[config.mk]
export PLATFORM = sky130hd
export DESIGN_NAME = mush_jump_control
export DESIGN_NICKNAME = d
export VERILOG_FILES = /design/src/rtl/mush_jump_control.sv
export SDC_FILE = /design/constraint.sdc
export NUM_CORES = 1
export LEC_CHECK = 0
export BUFFER_PORTS_ARGS = -buffer_cell sky130_fd_sc_hd__buf_2
export CAP_MARGIN = 40
export CORE_MARGIN = 10
export CORE_UTILIZATION = 35
export CTS_CLUSTER_DIAMETER = 80
export DETAILED_ROUTE_END_ITERATION = 7
export GPL_ROUTABILITY_DRIVEN = 0
export HOLD_SLACK_MARGIN = 0.15
export PLACE_DENSITY = 0.63
export SLEW_MARGIN = 20
export SYNTH_ARGS = -nofsm -noshare
export SYNTH_HDL_FRONTEND = slang
export SYNTH_SLANG_ARGS = --single-unit
[constraint.sdc]
create_clock -name clk -period 2.2 [get_ports clk]
set_input_delay 0.44 -clock clk [delete_from_list [all_inputs] [get_ports clk]]
set_output_delay 0.44 -clock clk [all_outputs]
set_load 0.01 [all_outputs]
[src/rtl/mush_jump_control.sv]
// Frame-sequencing FSM for the Mush-Jump pixel datapath: background sweep, sprite sweep, scroll and jump.
// Optional MUSHJUMP_PAUSE_EN adds a level 'pause' input that freezes the game while it sits in WAIT.
module mush_jump_control #(
  parameter int JUMP_HEIGHT = 30,
  parameter int SCROLL_DIV  = 1,
  parameter int PLOT_LAT    = 2
) (
`ifdef MUSHJUMP_PAUSE_EN
  input  logic        pause,
`endif
  input  logic        clk,
  input  logic        resetn,
  input  logic        start,
  input  logic        jump_key,
  input  logic        frame_tick,
  input  logic        doneP,
  input  logic        doneC,
  input  logic        ground,
  output logic        drawB,
  output logic        drawC,
  output logic        enableX,
  output logic        enableCountXC,
  output logic        enableShift,
  output logic        countUp,
  output logic        countDown,
  output logic        plot,
  output logic [15:0] frame_cnt
);

  typedef enum logic [2:0] {S_IDLE, S_BG, S_CHAR, S_WAIT, S_SHIFT, S_MOVE} state_t;
  typedef enum logic [1:0] {PH_GROUNDED, PH_RISING, PH_FALLING} phase_t;

  localparam int             CW        = $clog2(JUMP_HEIGHT + 1);
  localparam logic [CW-1:0]  LAST_STEP = CW'(JUMP_HEIGHT - 1);
  localparam logic [3:0]     DIV_LAST  = 4'(SCROLL_DIV - 1);

  state_t              r_state, w_next_state;
  phase_t              r_phase;
  logic [CW-1:0]       r_rise_cnt, r_fall_cnt;
  logic [3:0]          r_div;
  logic                r_jump_req;
  logic                r_key_meta, r_key_sync, r_key_prev;
  logic                r_active;
  logic [PLOT_LAT-1:0] r_plot_pipe;
  logic [15:0]         r_frame_cnt;
  logic                r_draw_b, r_draw_c, r_en_x, r_en_xc, r_en_shift, r_up, r_down;

  logic w_pause, w_key_rise, w_tick_taken, w_move_up;
  logic w_draw_b, w_draw_c, w_en_x, w_en_xc, w_en_shift, w_up, w_down;

`ifdef MUSHJUMP_PAUSE_EN
  assign w_pause = pause;
`else
  assign w_pause = 1'b0;
`endif

  assign w_key_rise = r_key_sync & ~r_key_prev;
  assign w_move_up  = (r_phase == PH_RISING) || ((r_phase == PH_GROUNDED) && r_jump_req);

  // NOTE: sequential state uses non-blocking assignments so every flop samples pre-edge values.
  always_ff @(posedge clk or negedge resetn) begin
    if (!resetn) begin
      r_key_meta <= 1'b0;
      r_key_sync <= 1'b0;
      r_key_prev <= 1'b0;
      r_state    <= S_IDLE;
    end else begin
      r_key_meta <= jump_key;
      r_key_sync <= r_key_meta;
      r_key_prev <= r_key_sync;
      r_state    <= w_next_state;
    end
  end

  // NOTE: every combinational output gets a default first, so no path can infer a latch.
  always_comb begin
    w_next_state = r_state;
    w_draw_b     = 1'b0;
    w_draw_c     = 1'b0;
    w_en_x       = 1'b0;
    w_en_xc      = 1'b0;
    w_en_shift   = 1'b0;
    w_up         = 1'b0;
    w_down       = 1'b0;
    w_tick_taken = 1'b0;
    case (r_state)
      S_IDLE:  if (start) w_next_state = S_BG;
      S_BG: begin
        w_draw_b = 1'b1;
        w_en_x   = 1'b1;
        if (doneP) w_next_state = S_CHAR;
      end
      S_CHAR: begin
        w_draw_c = 1'b1;
        w_en_xc  = 1'b1;
        if (doneC) w_next_state = S_WAIT;
      end
      S_WAIT: begin
        if (frame_tick && !w_pause) begin
          w_tick_taken = 1'b1;
          w_next_state = (r_div == DIV_LAST) ? S_SHIFT : S_MOVE;
        end
      end
      S_SHIFT: begin
        w_draw_b     = 1'b1;
        w_en_shift   = 1'b1;
        w_next_state = S_MOVE;
      end
      S_MOVE: begin
        w_draw_c     = 1'b1;
        w_up         = w_move_up;
        w_down       = (r_phase == PH_FALLING);
        w_next_state = S_BG;
      end
      default: w_next_state = S_IDLE;
    endcase
  end

  // Strobes are registered from the state decode, so they lag the state by one cycle.
  always_ff @(posedge clk or negedge resetn) begin
    if (!resetn) begin
      r_draw_b    <= 1'b0;
      r_draw_c    <= 1'b0;
      r_en_x      <= 1'b0;
      r_en_xc     <= 1'b0;
      r_en_shift  <= 1'b0;
      r_up        <= 1'b0;
      r_down      <= 1'b0;
      r_active    <= 1'b0;
      r_plot_pipe <= '0;
    end else begin
      r_draw_b       <= w_draw_b;
      r_draw_c       <= w_draw_c;
      r_en_x         <= w_en_x;
      r_en_xc        <= w_en_xc;
      r_en_shift     <= w_en_shift;
      r_up           <= w_up;
      r_down         <= w_down;
      r_active       <= (r_state == S_BG) || (r_state == S_CHAR);
      r_plot_pipe[0] <= r_active;
      for (int i = 1; i < PLOT_LAT; i++) r_plot_pipe[i] <= r_plot_pipe[i-1];
    end
  end

  always_ff @(posedge clk or negedge resetn) begin
    if (!resetn) begin
      r_frame_cnt <= '0;
      r_div       <= '0;
    end else begin
      if ((r_state == S_CHAR) && doneC) r_frame_cnt <= r_frame_cnt + 16'd1;
      if (w_tick_taken) r_div <= (r_div == DIV_LAST) ? 4'd0 : r_div + 4'd1;
    end
  end

  // Jump trajectory: a latched request is consumed by the next MOVE; each MOVE steps one row.
  always_ff @(posedge clk or negedge resetn) begin
    if (!resetn) begin
      r_phase    <= PH_GROUNDED;
      r_rise_cnt <= '0;
      r_fall_cnt <= '0;
      r_jump_req <= 1'b0;
    end else begin
      if (w_key_rise && (r_phase == PH_GROUNDED) && ground && !w_pause) r_jump_req <= 1'b1;
      if (r_state == S_MOVE) begin
        case (r_phase)
          PH_GROUNDED: begin
            if (r_jump_req) begin
              r_jump_req <= 1'b0;
              r_rise_cnt <= CW'(1);
              r_fall_cnt <= '0;
              r_phase    <= (JUMP_HEIGHT == 1) ? PH_FALLING : PH_RISING;
            end
          end
          PH_RISING: begin
            r_rise_cnt <= r_rise_cnt + 1'b1;
            if (r_rise_cnt == LAST_STEP) begin
              r_phase    <= PH_FALLING;
              r_fall_cnt <= '0;
            end
          end
          PH_FALLING: begin
            r_fall_cnt <= r_fall_cnt + 1'b1;
            if (r_fall_cnt == LAST_STEP) begin
              r_phase    <= PH_GROUNDED;
              r_rise_cnt <= '0;
              r_fall_cnt <= '0;
            end
          end
          default: r_phase <= PH_GROUNDED;
        endcase
      end
    end
  end

  assign drawB         = r_draw_b;
  assign drawC         = r_draw_c;
  assign enableX       = r_en_x;
  assign enableCountXC = r_en_xc;
  assign enableShift   = r_en_shift;
  assign countUp       = r_up;
  assign countDown     = r_down;
  assign plot          = r_plot_pipe[PLOT_LAT-1];
  assign frame_cnt     = r_frame_cnt;

endmodule
Word level (Yosys, flattened, before mapping). Cells that the tools add are included. W data, S select, Z words.

Bits of input ports: 8. Register bits: 49. Word-level logic and storage cells: 88. Output and inout bits: 24.

Add/subtract/negate cells: 4. Bitwise operators: 2. Mux-type cells: 31. Reduce and logical (&&, ||, !) cells: 16. Equality and inequality tests: 16.

Operator list (number): $pmux W5 S3 (2); $mux W5 (5); $pmux W3 S6 (1); $add A16 B1 Y16 const B (1); $reduce_and A4 Y1 (4); $mux W1 (14); $mux W3 (4); $add A5 B1 Y5 const B (2); $eq A5 B5 Y1 const B (2); $ne A2 B2 Y1 const B (5); $eq A3 B2 Y1 const B (2); $eq A3 B3 Y1 const B (2); $mux W2 (3); $pmux W2 S3 (1); $add A4 B1 Y4 const B (1); $logic_and A1 B1 Y1 (4); $logic_not A4 Y1 (1); $mux W4 (1); $ne A2 B1 Y1 const B (2); $reduce_or A2 Y1 (2); $eq A3 B1 Y1 const B (1); $logic_not A3 Y1 (1); $reduce_bool A3 Y1 (1); $eq A2 B1 Y1 const B (1); 5 further kinds (6).

Depth between registers and ports, before layout.
Depth in word-level cells: 8. Depth in mapped cells: 7. Mapped depth without buffers: 6.

Worst setup path after synthesis. OpenSTA, ideal clock, no wires.

Kind: flip-flop to flip-flop. Start: reg r_phase[0]. End: reg r_fall_cnt[1]. Setup time: 0.125 ns. Path buffers: 0. Clock period less this slack: 1.797 ns. Arrival time: 1.673 ns. Data required time: 2.075 ns. Cell stages (with the launch flop): 6. Setup slack: 0.403 ns. Cell sequence: dfrtp_1 inv_1 ha_1 nor2b_1 a2111oi_4 mux2_2.

Longest elaborated chain between the ends: 3. Elaborated cells on any way between the ends: 8. Those cells by class: 4 x eq/ne; 1 x mux; 3 x reduce/logical.

RTL lines: from (decl) (line 38) `phase_t r_phase;`; from (signal assigned) (line 171) `r_phase <= (JUMP_HEIGHT == 1) ? PH_FALLING : PH_RISING;`; $eq A2 B1 Y1, or another cell as far along (line 165) `case (r_phase)`; $ne A2 B1 Y1 (no source line), or another cell as far along; $reduce_and A4 Y1 (no source line); to (signal assigned) (line 182) `r_fall_cnt <= r_fall_cnt + 1'b1;`; to (decl) (line 39) `logic [CW-1:0] r_rise_cnt, r_fall_cnt;`.

Several ways; a longest one is shown, not always the timed one. A chain may end at the register's enable or synchronous reset.

Final worst setup path. Same ends and word-level chain as after synthesis.

==> flow_summary.json <==
{
  "status": "finished, final reports clean",
  "portBuffers": 31,
  "grt_pass1_wl_um": 7390,
  "avgRoutedWirePerCell_um": 13.2,
  "hold_ws_ns": 0.250,
  "rsz0062_at_grt": "false",
  "cts_buffers": 5,
  "setup_viol": 0,
  "irDropWorstVdd_v": 0.000420,
  "cts_tree": "yes",
  "clk_pin_slew_ns": 0.08,
  "p_leak_nw": 1.27,
  "postRouteAntennaNets": 0,
  "htreeDepth": 2,
  "ys_types": 35,
  "powerDensity_nw_per_um2": 1010,
  "worst_setup_path_start_kind": "flip-flop",
  "routed_wl_um": 4240,
  "drc": 0,
  "r2r_setup_slack_ns": 0.25,
  "cp_max_fo": 6,
  "die_area_um2": 10200,
  "via_per_inst": 4.82,
  "antenna_found_initial": 0,
  "io_pins": 32,
  "syn_area_per_cell_um2": 11.2,
  "cts.sinks": 49,
  "reg2reg_depth": 5,
  "syn-num-nets": 225,
  "rr_startpoint": "r_phase[0]$_DFFE_PN0P_",
  "final_common_cell": "dfrtp_1",
  "cts_resized": 0,
  "slew-limit-headroom_pct": 64.6,
  "cp.arrival_ns": 2.13,
  "die_y_um": 101,
  "first_pass_iters": 4,
  "dp_hpwl_um": 3310,
  "worstHoldStart": "jump_key",
  "cts_root_buffer": "clkbuf_8",
  "worstReg2RegEnd": "r_fall_cnt[1]$_DFFE_PN0P_",
  "cts_hold_buf": 1,
  "fin_tns_setup_ns": 0,
  "postSynthCellCount": 205,
  "hold_path_depth": 1,
  "grt_max_degree": 21,
  "synth-seq-cells": 49,
  "cts_buffer_depth": 2,
  "period_share_pct": 88.6,
  "post_cts_buffers": 0,
  "ys_seq_area_share_pct": 53.4,
  "drtIter0Drc": 61,
  "core_um2": 6350,
  "grt_overflow": 0,
  "fin_crit_ns": 1.95,
  "yosysWarnings": 0,
  "max_clock_freq_mhz": 513,
  "crit_required_ns": 2.38,
  "antenna_cells": 0,
  "end_kind": "flip-flop",
  "nets": 262,
  "synth_top_area_share_pct": 53.4,
  "cap_viol_max_count": 0,
  "insertion_delay_ns": 0.30,
  "fillCellCount": 614,
  "hold_end": "r_key_meta$_DFF_PN0_",
  "layout-drive-gt1-share_pct": 22.6,
  "area_delta_synth_final_pct": 14.9,
  "hold_viol": 0,
  "finClkSkew_ns": 0.0100,
  "row_count": 29,
  "ys_top_cells_by_area": "dfrtp_1 53%, ha_1 6.5%, xnor2_1 5.0%, nand2_1 4.1%, mux2_2 2.5%",
  "hold_class": "input port to flip-flop",
  "initial_core_util_pct": 36.2,
  "grtUsageTotal_pct": 8.85,
  "worst_slew_pin_slew_ns": 0.531,
  "setup.worst_path.class": "flip-flop to flip-flop",
  "yosysTopAreaCell": "dfrtp_1",
  "dr_total_vias": 1542,
  "dieWidth_um": 101,
  "first_global_vias": 1536,
  "synth_area_um2": 2300,
  "layout_common_cells": "49 x dfrtp_1, 31 x buf_2, 25 x nand2_1",
  "slew_viol_final": 0
}
==> routing by layer <==
layer	share of wire [%]	wire length [um]	global-route usage, %	vias up
met2	51	2170	14.7	26
met1	44	1860	10.5	732
met3	3.8	162	2.47	6
li1	-	-	-	778
met4	1.1	45	3.54	0
met5	0	0	0	-
==> kinds of logic (layout without fill, tap and decap cells) <==
kind of cell | after synthesis | after routing | share of synthesized area [%]
adders and majority gates | 12 | 12 | 6.54
and+or+nand+nor | 79 | 79 | 17.8
AOI/OAI and AO/OA | 22 | 22 | 7.90
DFF | 49 | 49 | 53.4
muxes | 11 | 11 | 5.28
xor gates and xnor gates | 16 | 16 | 6.10
buffers and inverters | 16 | 54 | 3.00
==> Yosys cell counts <==
cell type / count
nand3_1: 11
and4b_1: 1
or3b_2: 1
o21ai_0: 10
mux2_4: 1
a32oi_1: 1
o2bb2ai_1: 3
and4bb_2: 1
o22a_1: 2
xnor2_1: 13
nand2b_1: 4
xor2_1: 3
nor3_1: 5
or2_2: 2
nand2_1: 25
a2111oi_4: 2
and3_1: 4
nor3b_1: 1
buf_4: 1
dfrtp_1: 49
mux2_2: 5
mux2i_1: 5
nand3b_2: 1
ha_1: 12
nor2_1: 12
inv_1: 11
and4_1: 1
a21oi_1: 2
or3_1: 1
nand4_1: 7
nor2b_1: 1
a31oi_1: 1
o31ai_1: 1
buf_2: 4
nand4_2: 1
==> metrics by stage <==
step | cell area [um2] | utilization (%) | total power, mW | setup WS (ns) | std cells
3_3_place_gp | 2540 | 40.1 | 2.16 | 0.315 | 311
5_1_grt | 2640 | 41.6 | 2.91 | 0.0670 | 320
3_5_place_dp | 2540 | 40.1 | 2.19 | 0.252 | 311
4_1_cts | 2640 | 41.6 | 2.72 | 0.237 | 320
6_report | 2640 | 41.6 | 2.67 | 0.250 | 320
2_1_floorplan | 2300 | - | 1.92 | 0.403 | 205
==> registers in the layout, summed over array words and instances, names as in the netlist, 2 cells and up <==
name,cells
r_fall_cnt,5
r_phase,2
r_rise_cnt,5
r_plot_pipe,2
r_div,4
r_state,3
frame_cnt,16
==> how the worst max path moves through the flow <==
stage | start | endpoint | slack (ns) | cells after the start
2_1_floorplan | r_phase[0]$_DFFE_PN0P_ | r_fall_cnt[1]$_DFFE_PN0P_ | 0.40 | 5
3_3_place_gp | r_phase[0]$_DFFE_PN0P_ | r_fall_cnt[1]$_DFFE_PN0P_ | 0.32 | 5
3_5_place_dp | r_phase[0]$_DFFE_PN0P_ | r_fall_cnt[1]$_DFFE_PN0P_ | 0.25 | 5
4_1_cts | r_phase[0]$_DFFE_PN0P_ | r_fall_cnt[1]$_DFFE_PN0P_ | 0.24 | 5
5_1_grt | r_phase[0]$_DFFE_PN0P_ | r_rise_cnt[3]$_DFFE_PN0P_ | 0.07 | 6
6_report | r_phase[0]$_DFFE_PN0P_ | r_fall_cnt[1]$_DFFE_PN0P_ | 0.25 | 5
==> area by class of cell <==
cell class | instances | area (um2) | share of cell area, %
Tap cell | 77 | 96.3 | 3.65
Timing Repair Buffer | 35 | 188 | 7.11
Inverter | 11 | 41.3 | 1.56
Multi-Input combinational cell | 140 | 1000 | 38.0
Clock buffer | 6 | 72.6 | 2.75
Sequential cell | 49 | 1230 | 46.4
Clock inverter | 2 | 13.8 | 0.521
==> where the power goes <==
group          switching (mW)  internal [mW]
registers               0.188           1.11
clock network           0.291          0.227
logic                   0.468          0.380
==> critical path: stages, from the launching register on <==
cell and delay [ns]:
dfrtp_1 0.40, inv_1 0.09, ha_1 0.22, nor2b_1 0.21
a2111oi_4 0.52, mux2_2 0.39
No activity file was read; power rests on OpenSTA's default activity.
